===== config.mk =====
export PLATFORM = sky130hd
export DESIGN_NAME = subword_mem_bridge_flat
export DESIGN_NICKNAME = d
export VERILOG_FILES = /design/src/rtl/subword_mem_bridge_if.sv /design/src/rtl/subword_mem_bridge.sv /design/src/flat_wrapper.sv
export SDC_FILE = /design/constraint.sdc
export NUM_CORES = 1
export LEC_CHECK = 0
export BUFFER_PORTS_ARGS = -buffer_cell sky130_fd_sc_hd__buf_2
export CELL_PAD_IN_SITES_DETAIL_PLACEMENT = 0
export CELL_PAD_IN_SITES_GLOBAL_PLACEMENT = 1
export CORE_ASPECT_RATIO = 0.6
export CORE_MARGIN = 1
export CORE_UTILIZATION = 36
export CTS_BUF_LIST = sky130_fd_sc_hd__clkbuf_16
export DETAILED_ROUTE_END_ITERATION = 10
export PLACE_DENSITY = 0.89
export REMOVE_ABC_BUFFERS = 1
export SLEW_MARGIN = 10
export SYNTH_ARGS = -nofsm -noshare
export SYNTH_HDL_FRONTEND = slang
export SYNTH_SLANG_ARGS = --single-unit

===== constraint.sdc =====
create_clock -name clk -period 2.5 [get_ports clk]
set_input_delay 0.25 -clock clk [delete_from_list [all_inputs] [get_ports clk]]
set_output_delay 0.25 -clock clk [all_outputs]
set_load 0.02 [all_outputs]

===== src/rtl/subword_mem_bridge_if.sv =====
// Bundle of CPU-side request/response signals and RAM-side port signals
// for the sub-word load/store bridge. The slave modport is the bridge; the
// master modport is the CPU datapath plus the word RAM that surround it.
interface subword_mem_bridge_if #(
  parameter int ADDR_W = 32
);
  // CPU request, held stable by the CPU while it waits for done
  logic              req;
  logic              req_we;
  logic [1:0]        req_size;
  logic              req_uns;
  logic [ADDR_W-1:0] req_addr;
  logic [31:0]       req_wdata;

  // CPU response
  logic              busy;
  logic              done;
  logic              err;
  logic [31:0]       rdata;

  // Word RAM port
  logic [ADDR_W-3:0] mem_addr;
  logic              mem_re;
  logic              mem_we;
  logic [31:0]       mem_wdata;
  logic [31:0]       mem_rdata;

  // FSM state, exported for observation only
  logic [2:0]        state;

  modport slave (
    input  req, req_we, req_size, req_uns, req_addr, req_wdata, mem_rdata,
    output busy, done, err, rdata, mem_addr, mem_re, mem_we, mem_wdata, state
  );

  modport master (
    output req, req_we, req_size, req_uns, req_addr, req_wdata, mem_rdata,
    input  busy, done, err, rdata, mem_addr, mem_re, mem_we, mem_wdata, state
  );
endinterface


===== src/rtl/subword_mem_bridge.sv =====
// Load/store bridge between the CPU datapath and a word-only synchronous RAM.
// Loads read a word, pick the addressed byte/half lane and sign/zero extend.
// Word stores write straight through; byte/half stores read the containing
// word, merge the new lane in and write the whole word back.
//
// Handshake: the CPU raises req with its command fields; the bridge samples
// them only on a clock edge where it is IDLE, then holds busy high until the
// single-cycle done pulse (with err qualifying it). req seen while busy, or
// during the done cycle, is ignored; the command is never re-sampled mid-op.
module subword_mem_bridge #(
  parameter int ADDR_W    = 32,
  parameter int MEM_WORDS = 1024
) (
  input logic                  clk,
  input logic                  rst,
  subword_mem_bridge_if.slave  bus
);

  localparam logic [2:0] S_IDLE = 3'd0;
  localparam logic [2:0] S_RD   = 3'd1;
  localparam logic [2:0] S_CAP  = 3'd2;
  localparam logic [2:0] S_WR   = 3'd3;
  localparam logic [2:0] S_FIN  = 3'd4;

  localparam logic [1:0] SZ_BYTE = 2'b00;
  localparam logic [1:0] SZ_HALF = 2'b01;
  localparam logic [1:0] SZ_WORD = 2'b10;
  localparam logic [1:0] SZ_BAD  = 2'b11;

  logic [2:0]        state;
  logic              op_we;
  logic [1:0]        op_size;
  logic              op_uns;
  logic [1:0]        op_lane;
  logic [31:0]       op_wdata;
  logic [ADDR_W-3:0] mem_addr_r;
  logic [31:0]       mem_wdata_r;
  logic              err_r;
  logic [31:0]       rdata_r;

  logic              out_of_range;
  logic              req_err;
  logic [7:0]        byte_sel;
  logic [15:0]       half_sel;
  logic [31:0]       load_val;
  logic [31:0]       merge_val;

  // Range check on the word index so no multiply/shift of the byte limit is needed
  assign out_of_range = ({2'b00, bus.req_addr[ADDR_W-1:2]} >= ADDR_W'(MEM_WORDS));

  // Classify the incoming request as an error access before any RAM traffic
  always_comb begin
    req_err = 1'b0;
    if (bus.req_size == SZ_BAD) begin
      req_err = 1'b1;
    end
    if ((bus.req_size == SZ_HALF) && bus.req_addr[0]) begin
      req_err = 1'b1;
    end
    if ((bus.req_size == SZ_WORD) && (bus.req_addr[1:0] != 2'b00)) begin
      req_err = 1'b1;
    end
    if (out_of_range) begin
      req_err = 1'b1;
    end
  end

  // Pick the addressed little-endian byte and half out of the RAM read word
  always_comb begin
    byte_sel = 8'h00;
    case (op_lane)
      2'd0:    byte_sel = bus.mem_rdata[7:0];
      2'd1:    byte_sel = bus.mem_rdata[15:8];
      2'd2:    byte_sel = bus.mem_rdata[23:16];
      default: byte_sel = bus.mem_rdata[31:24];
    endcase
    half_sel = op_lane[1] ? bus.mem_rdata[31:16] : bus.mem_rdata[15:0];
  end

  // Sign or zero extend the selected lane into the load result
  always_comb begin
    load_val = bus.mem_rdata;
    case (op_size)
      SZ_BYTE: load_val = op_uns ? {24'h000000, byte_sel}
                                 : {{24{byte_sel[7]}}, byte_sel};
      SZ_HALF: load_val = op_uns ? {16'h0000, half_sel}
                                 : {{16{half_sel[15]}}, half_sel};
      default: load_val = bus.mem_rdata;
    endcase
  end

  // Overlay the low store-data bits onto the addressed lane of the read word
  always_comb begin
    merge_val = bus.mem_rdata;
    if (op_size == SZ_BYTE) begin
      case (op_lane)
        2'd0:    merge_val[7:0]   = op_wdata[7:0];
        2'd1:    merge_val[15:8]  = op_wdata[7:0];
        2'd2:    merge_val[23:16] = op_wdata[7:0];
        default: merge_val[31:24] = op_wdata[7:0];
      endcase
    end else if (op_size == SZ_HALF) begin
      if (op_lane[1]) begin
        merge_val[31:16] = op_wdata[15:0];
      end else begin
        merge_val[15:0] = op_wdata[15:0];
      end
    end
  end

  // Access sequencer: latch command in IDLE, walk RD/CAP/WR as needed, pulse in FIN
  always_ff @(posedge clk) begin
    if (rst) begin
      state       <= S_IDLE;
      op_we       <= 1'b0;
      op_size     <= SZ_BYTE;
      op_uns      <= 1'b0;
      op_lane     <= 2'd0;
      op_wdata    <= 32'h0;
      mem_addr_r  <= '0;
      mem_wdata_r <= 32'h0;
      err_r       <= 1'b0;
      rdata_r     <= 32'h0;
    end else begin
      case (state)
        S_IDLE: begin
          if (bus.req) begin
            op_we    <= bus.req_we;
            op_size  <= bus.req_size;
            op_uns   <= bus.req_uns;
            op_lane  <= bus.req_addr[1:0];
            op_wdata <= bus.req_wdata;
            if (req_err) begin
              // Error accesses never touch the RAM port registers
              err_r <= 1'b1;
              state <= S_FIN;
            end else if (bus.req_we && (bus.req_size == SZ_WORD)) begin
              mem_addr_r  <= bus.req_addr[ADDR_W-1:2];
              mem_wdata_r <= bus.req_wdata;
              state       <= S_WR;
            end else begin
              mem_addr_r <= bus.req_addr[ADDR_W-1:2];
              state      <= S_RD;
            end
          end
        end
        S_RD: begin
          state <= S_CAP;
        end
        S_CAP: begin
          if (op_we) begin
            mem_wdata_r <= merge_val;
            state       <= S_WR;
          end else begin
            rdata_r <= load_val;
            state   <= S_FIN;
          end
        end
        S_WR: begin
          state <= S_FIN;
        end
        S_FIN: begin
          err_r <= 1'b0;
          state <= S_IDLE;
        end
        default: begin
          err_r <= 1'b0;
          state <= S_IDLE;
        end
      endcase
    end
  end

  // Strobes are pure state decodes so a reset edge removes them immediately
  assign bus.busy      = (state != S_IDLE);
  assign bus.mem_re    = (state == S_RD);
  assign bus.mem_we    = (state == S_WR);
  assign bus.done      = (state == S_FIN);
  assign bus.err       = err_r;
  assign bus.rdata     = rdata_r;
  assign bus.mem_addr  = mem_addr_r;
  assign bus.mem_wdata = mem_wdata_r;
  assign bus.state     = state;

  // The RAM port is never read and written in the same cycle
  a_re_we_exclusive: assert property (@(posedge clk) !(bus.mem_re && bus.mem_we));

  // err is only ever visible alongside done
  a_err_with_done: assert property (@(posedge clk) bus.err |-> bus.done);

endmodule

===== src/flat_wrapper.sv =====
// flat-port wrapper written by rule: the top's interface ports become plain ports
module subword_mem_bridge_flat 
#(
  parameter int ADDR_W    = 32,
  parameter int MEM_WORDS = 1024
)
  (clk, rst, bus_req, bus_req_we, bus_req_size, bus_req_uns, bus_req_addr, bus_req_wdata, bus_mem_rdata, bus_busy, bus_done, bus_err, bus_rdata, bus_mem_addr, bus_mem_re, bus_mem_we, bus_mem_wdata, bus_state);
  subword_mem_bridge_if #(.ADDR_W(ADDR_W)) bus_i ();
  input logic clk;
  input logic rst;
  input wire logic [$bits(bus_i.req)-1:0] bus_req;
  input wire logic [$bits(bus_i.req_we)-1:0] bus_req_we;
  input wire logic [$bits(bus_i.req_size)-1:0] bus_req_size;
  input wire logic [$bits(bus_i.req_uns)-1:0] bus_req_uns;
  input wire logic [$bits(bus_i.req_addr)-1:0] bus_req_addr;
  input wire logic [$bits(bus_i.req_wdata)-1:0] bus_req_wdata;
  input wire logic [$bits(bus_i.mem_rdata)-1:0] bus_mem_rdata;
  output wire logic [$bits(bus_i.busy)-1:0] bus_busy;
  output wire logic [$bits(bus_i.done)-1:0] bus_done;
  output wire logic [$bits(bus_i.err)-1:0] bus_err;
  output wire logic [$bits(bus_i.rdata)-1:0] bus_rdata;
  output wire logic [$bits(bus_i.mem_addr)-1:0] bus_mem_addr;
  output wire logic [$bits(bus_i.mem_re)-1:0] bus_mem_re;
  output wire logic [$bits(bus_i.mem_we)-1:0] bus_mem_we;
  output wire logic [$bits(bus_i.mem_wdata)-1:0] bus_mem_wdata;
  output wire logic [$bits(bus_i.state)-1:0] bus_state;
  assign bus_i.req = bus_req;
  assign bus_i.req_we = bus_req_we;
  assign bus_i.req_size = bus_req_size;
  assign bus_i.req_uns = bus_req_uns;
  assign bus_i.req_addr = bus_req_addr;
  assign bus_i.req_wdata = bus_req_wdata;
  assign bus_i.mem_rdata = bus_mem_rdata;
  assign bus_busy = bus_i.busy;
  assign bus_done = bus_i.done;
  assign bus_err = bus_i.err;
  assign bus_rdata = bus_i.rdata;
  assign bus_mem_addr = bus_i.mem_addr;
  assign bus_mem_re = bus_i.mem_re;
  assign bus_mem_we = bus_i.mem_we;
  assign bus_mem_wdata = bus_i.mem_wdata;
  assign bus_state = bus_i.state;
  subword_mem_bridge #(.ADDR_W(ADDR_W), .MEM_WORDS(MEM_WORDS)) u_core (.clk(clk), .rst(rst), .bus(bus_i));
endmodule

==> results.json <==
{
  "synth_cell_types": 51,
  "clock_sinks": 120,
  "rrSetupSlack_ns": 0.31,
  "via_count": 6247,
  "start_util_pct": 37.2,
  "vias_per_cell": 5.64,
  "grtUsageTotal_pct": 24.5,
  "dieArea_um2": 16500,
  "tightest_slew_ns": 1.04,
  "rsz0062_at_grt": "no",
  "fin_crit_sh_pct": 87.7,
  "drtIter0Drc": 690,
  "first_global_vias": 5482,
  "grt_pass1_wl_um": 31000,
  "layout-drive-gt1-share_pct": 30.6,
  "pwr-share-comb_pct": 9.4,
  "postRouteAntennaNets": 0,
  "drt_pass1_iterations": 8,
  "dp_hpwl_um": 14700,
  "ir_drop_mv": 0.355,
  "die_h_um": 99.9,
  "synth_edf_count": 0,
  "placed_cell_area_um2": 6930,
  "numCtsBuffers": 17,
  "rows": 35,
  "final_cell_mix": "203 x buf_2, 120 x dfxtp_1, 80 x nand2_1",
  "syn_area_um2": 5750,
  "core_um2": 15500,
  "cts_tree": "built",
  "critPathMostFrequentCell": "a211oi_1",
  "cts_max_path_buffers": 2,
  "drv_slew": 0,
  "cellLeakagePower_nw": 3.09,
  "io_buffers": 204,
  "clock_latency_ns": 0.42,
  "cts_setup_buffers": 0,
  "routedWlPerCell_um": 18.1,
  "start_kind": "flip-flop",
  "final_cells": 1107,
  "drcViolationCount": 0,
  "grt_max_degree": 48,
  "ys.flop_type": "dfxtp_1",
  "overflow": 0,
  "async_reset_ff_share_pct": 0,
  "slowest_stage": "dfxtp_1",
  "die_x_um": 165,
  "worstRegToRegCells": 5,
  "antenna_found_initial": 4,
  "cts.clk_slew.worst_paths_ns": 0.07,
  "switchingPower_mw": 1.38,
  "clockRootBuffer": "clkbuf_16",
  "critPathKind": "flip-flop to flip-flop",
  "powerDensity_nw_per_um2": 663,
  "critical_path.max_fanout": 16,
  "yosys.area.top_type_share_pct": 41.8,
  "nets": 992,
  "intPower_mw": 3.62,
  "area_growth_pct": 31.2,
  "slew_headroom_pct": 30.2,
  "swShare_pct": 27.6,
  "fmax_mhz": 456,
  "avgSynthCellArea_um2": 8.09,
  "htree_levels": 4,
  "gp_congestion": 0.892,
  "synthTopCellsByArea": "dfxtp_1 42%, a21oi_1 6.7%, o21ai_0 6.2%, nand2_1 5.2%, o2111ai_1 4.6%",
  "maxCapViolations": 0,
  "endpoint_kind": "flip-flop",
  "mostFrequentLayoutCell": "buf_2",
  "period_needed_ns": 2.19,
  "finalInstanceArea_um2": 7540,
  "synth_seq_area_share_pct": 41.8,
  "setup_tns_ns": 0,
  "synthesis.instances": 711,
  "io_pins": 205,
  "holdWs_ns": 0.0661,
  "hold_violations": 0,
  "status": "completed",
  "cpPeakStageDelay_ns": 0.65,
  "seqPwrFrac_pct": 39.6,
  "holdBufCountCts": 0,
  "fin_skew_ns": 0.00973,
  "cp.required_ns": 2.76,
  "synth.largest_area_cell": "dfxtp_1",
  "hold_class": "input pin to flip-flop",
  "drt_wl_total_um": 20100,
  "ctsResizeCount": 0,
  "dp.cells": 1073,
  "path_cells": "mux4_2 > nand2b_1 > a211oi_1 > nor2_2 > a211oi_1",
  "clkPwrFrac_pct": 51.0,
  "final-setup-viol-count": 0,
  "min_path_cells": 3,
  "ys_seq_elements": 120,
  "ys_warn_count": 0,
  "critPathArrivalTime_ns": 2.45
}
[per-stage QoR]
stage	power (mW)	util, %	worst slack [ns]
after floorplan	2.22	-	-3.71
after global placement	2.48	44.8	0.425
after detailed placement	2.48	44.8	0.344
after CTS	5.01	48.8	0.338
after global routing	5.17	48.8	0.159
final	5.00	48.8	0.307
[area by class of cell]
type                            count  area [µm²]
Tap cell                          203         254
Sequential cell                   120        2400
Fill cell                        1534        7910
Clock buffer                       17         425
Inverter                           10        37.5
Clock inverter                     15         181
Multi-Input combinational cell    507        2990
Timing Repair Buffer              233        1250
Antenna cell                        2        5.00
[power groups by stage]
stage / clock network [mW] / logic [mW] / registers [mW]
after floorplan: 0 / 0.189 / 2.03
after global placement: 0 / 0.458 / 2.02
after detailed placement: 0 / 0.462 / 2.02
after CTS: 2.57 / 0.465 / 1.98
after global routing: 2.68 / 0.515 / 1.98
final: 2.55 / 0.472 / 1.98
[state kept, by name, indices dropped and copies added, names as in the netlist]
signal	flops
u_core.bus.err	1
u_core.bus.rdata	32
u_core.bus.mem_addr	30
u_core.bus.mem_wdata	32
u_core.op_lane	2
u_core.op_wdata	16
u_core.bus.state	3
u_core.op_size	2
u_core.op_we	1
u_core.op_uns	1
[worst max-delay path: cells and delay by family, from the launching register on]
| kind | cells | cell delay, ns |
|---|---|---|
| muxes | 1 | 0.41 |
| and+or+nand+nor | 2 | 0.73 |
| AOI/OAI and AO/OA | 2 | 0.24 |
| DFF | 1 | 0.65 |
[layer usage]
layer  share of wire (%)  GRT usage (%)  up-vias
met3                  11           6.90       26
met2                  40           33.9      318
met5               0.060              0        -
li1                    -              -     2978
met1                  47           36.9     2923
met4                0.87           5.58        2
[cell families (layout without fill, tap and decap cells)]
| family | count (synthesis) | count (layout) | synth area share [%] |
|---|---|---|---|
| buffers and inverters | 84 | 275 | 6.38 |
| flip-flops | 120 | 120 | 41.8 |
| multiplexers | 12 | 12 | 2.33 |
| other | 0 | 2 | 0 |
| AND/OR/NAND/NOR | 227 | 227 | 19.7 |
| AO/OA/AOI/OAI | 268 | 268 | 29.8 |
[synthesized netlist by cell type (2+ instances only)]
cell         n
nor4_1       5
a21oi_1     77
and3b_1      2
a21boi_0     2
nor3_1       4
and2_1      20
buf_2       13
buf_1        2
buf_4        3
o21bai_1     3
mux2i_1     10
clkbuf_1    52
inv_1       10
nor2b_1      3
o211ai_1    14
a211oi_1    31
a222oi_1     7
nand3_1     35
a41oi_1      2
and4b_1     10
o2111ai_1   30
buf_6        3
o21a_1       2
nand2_1     80
nand2b_1     4
a22oi_1     15
nor2_1      51
dfxtp_1    120
o21ai_0     71
a32oi_1      6
nor3b_1      4
[worst paths after layout]
check                                        startpoint                 endpoint
worst max register to register        u_core.op_lane[1]     u_core.bus.rdata[28]
worst min register to register  u_core.bus.mem_addr[21]  u_core.bus.mem_addr[21]
worst min-delay path                    bus_req_addr[4]   u_core.bus.mem_addr[2]
worst max-delay path                  u_core.op_lane[1]     u_core.bus.rdata[28]
(Power assumes the default switching activity.)
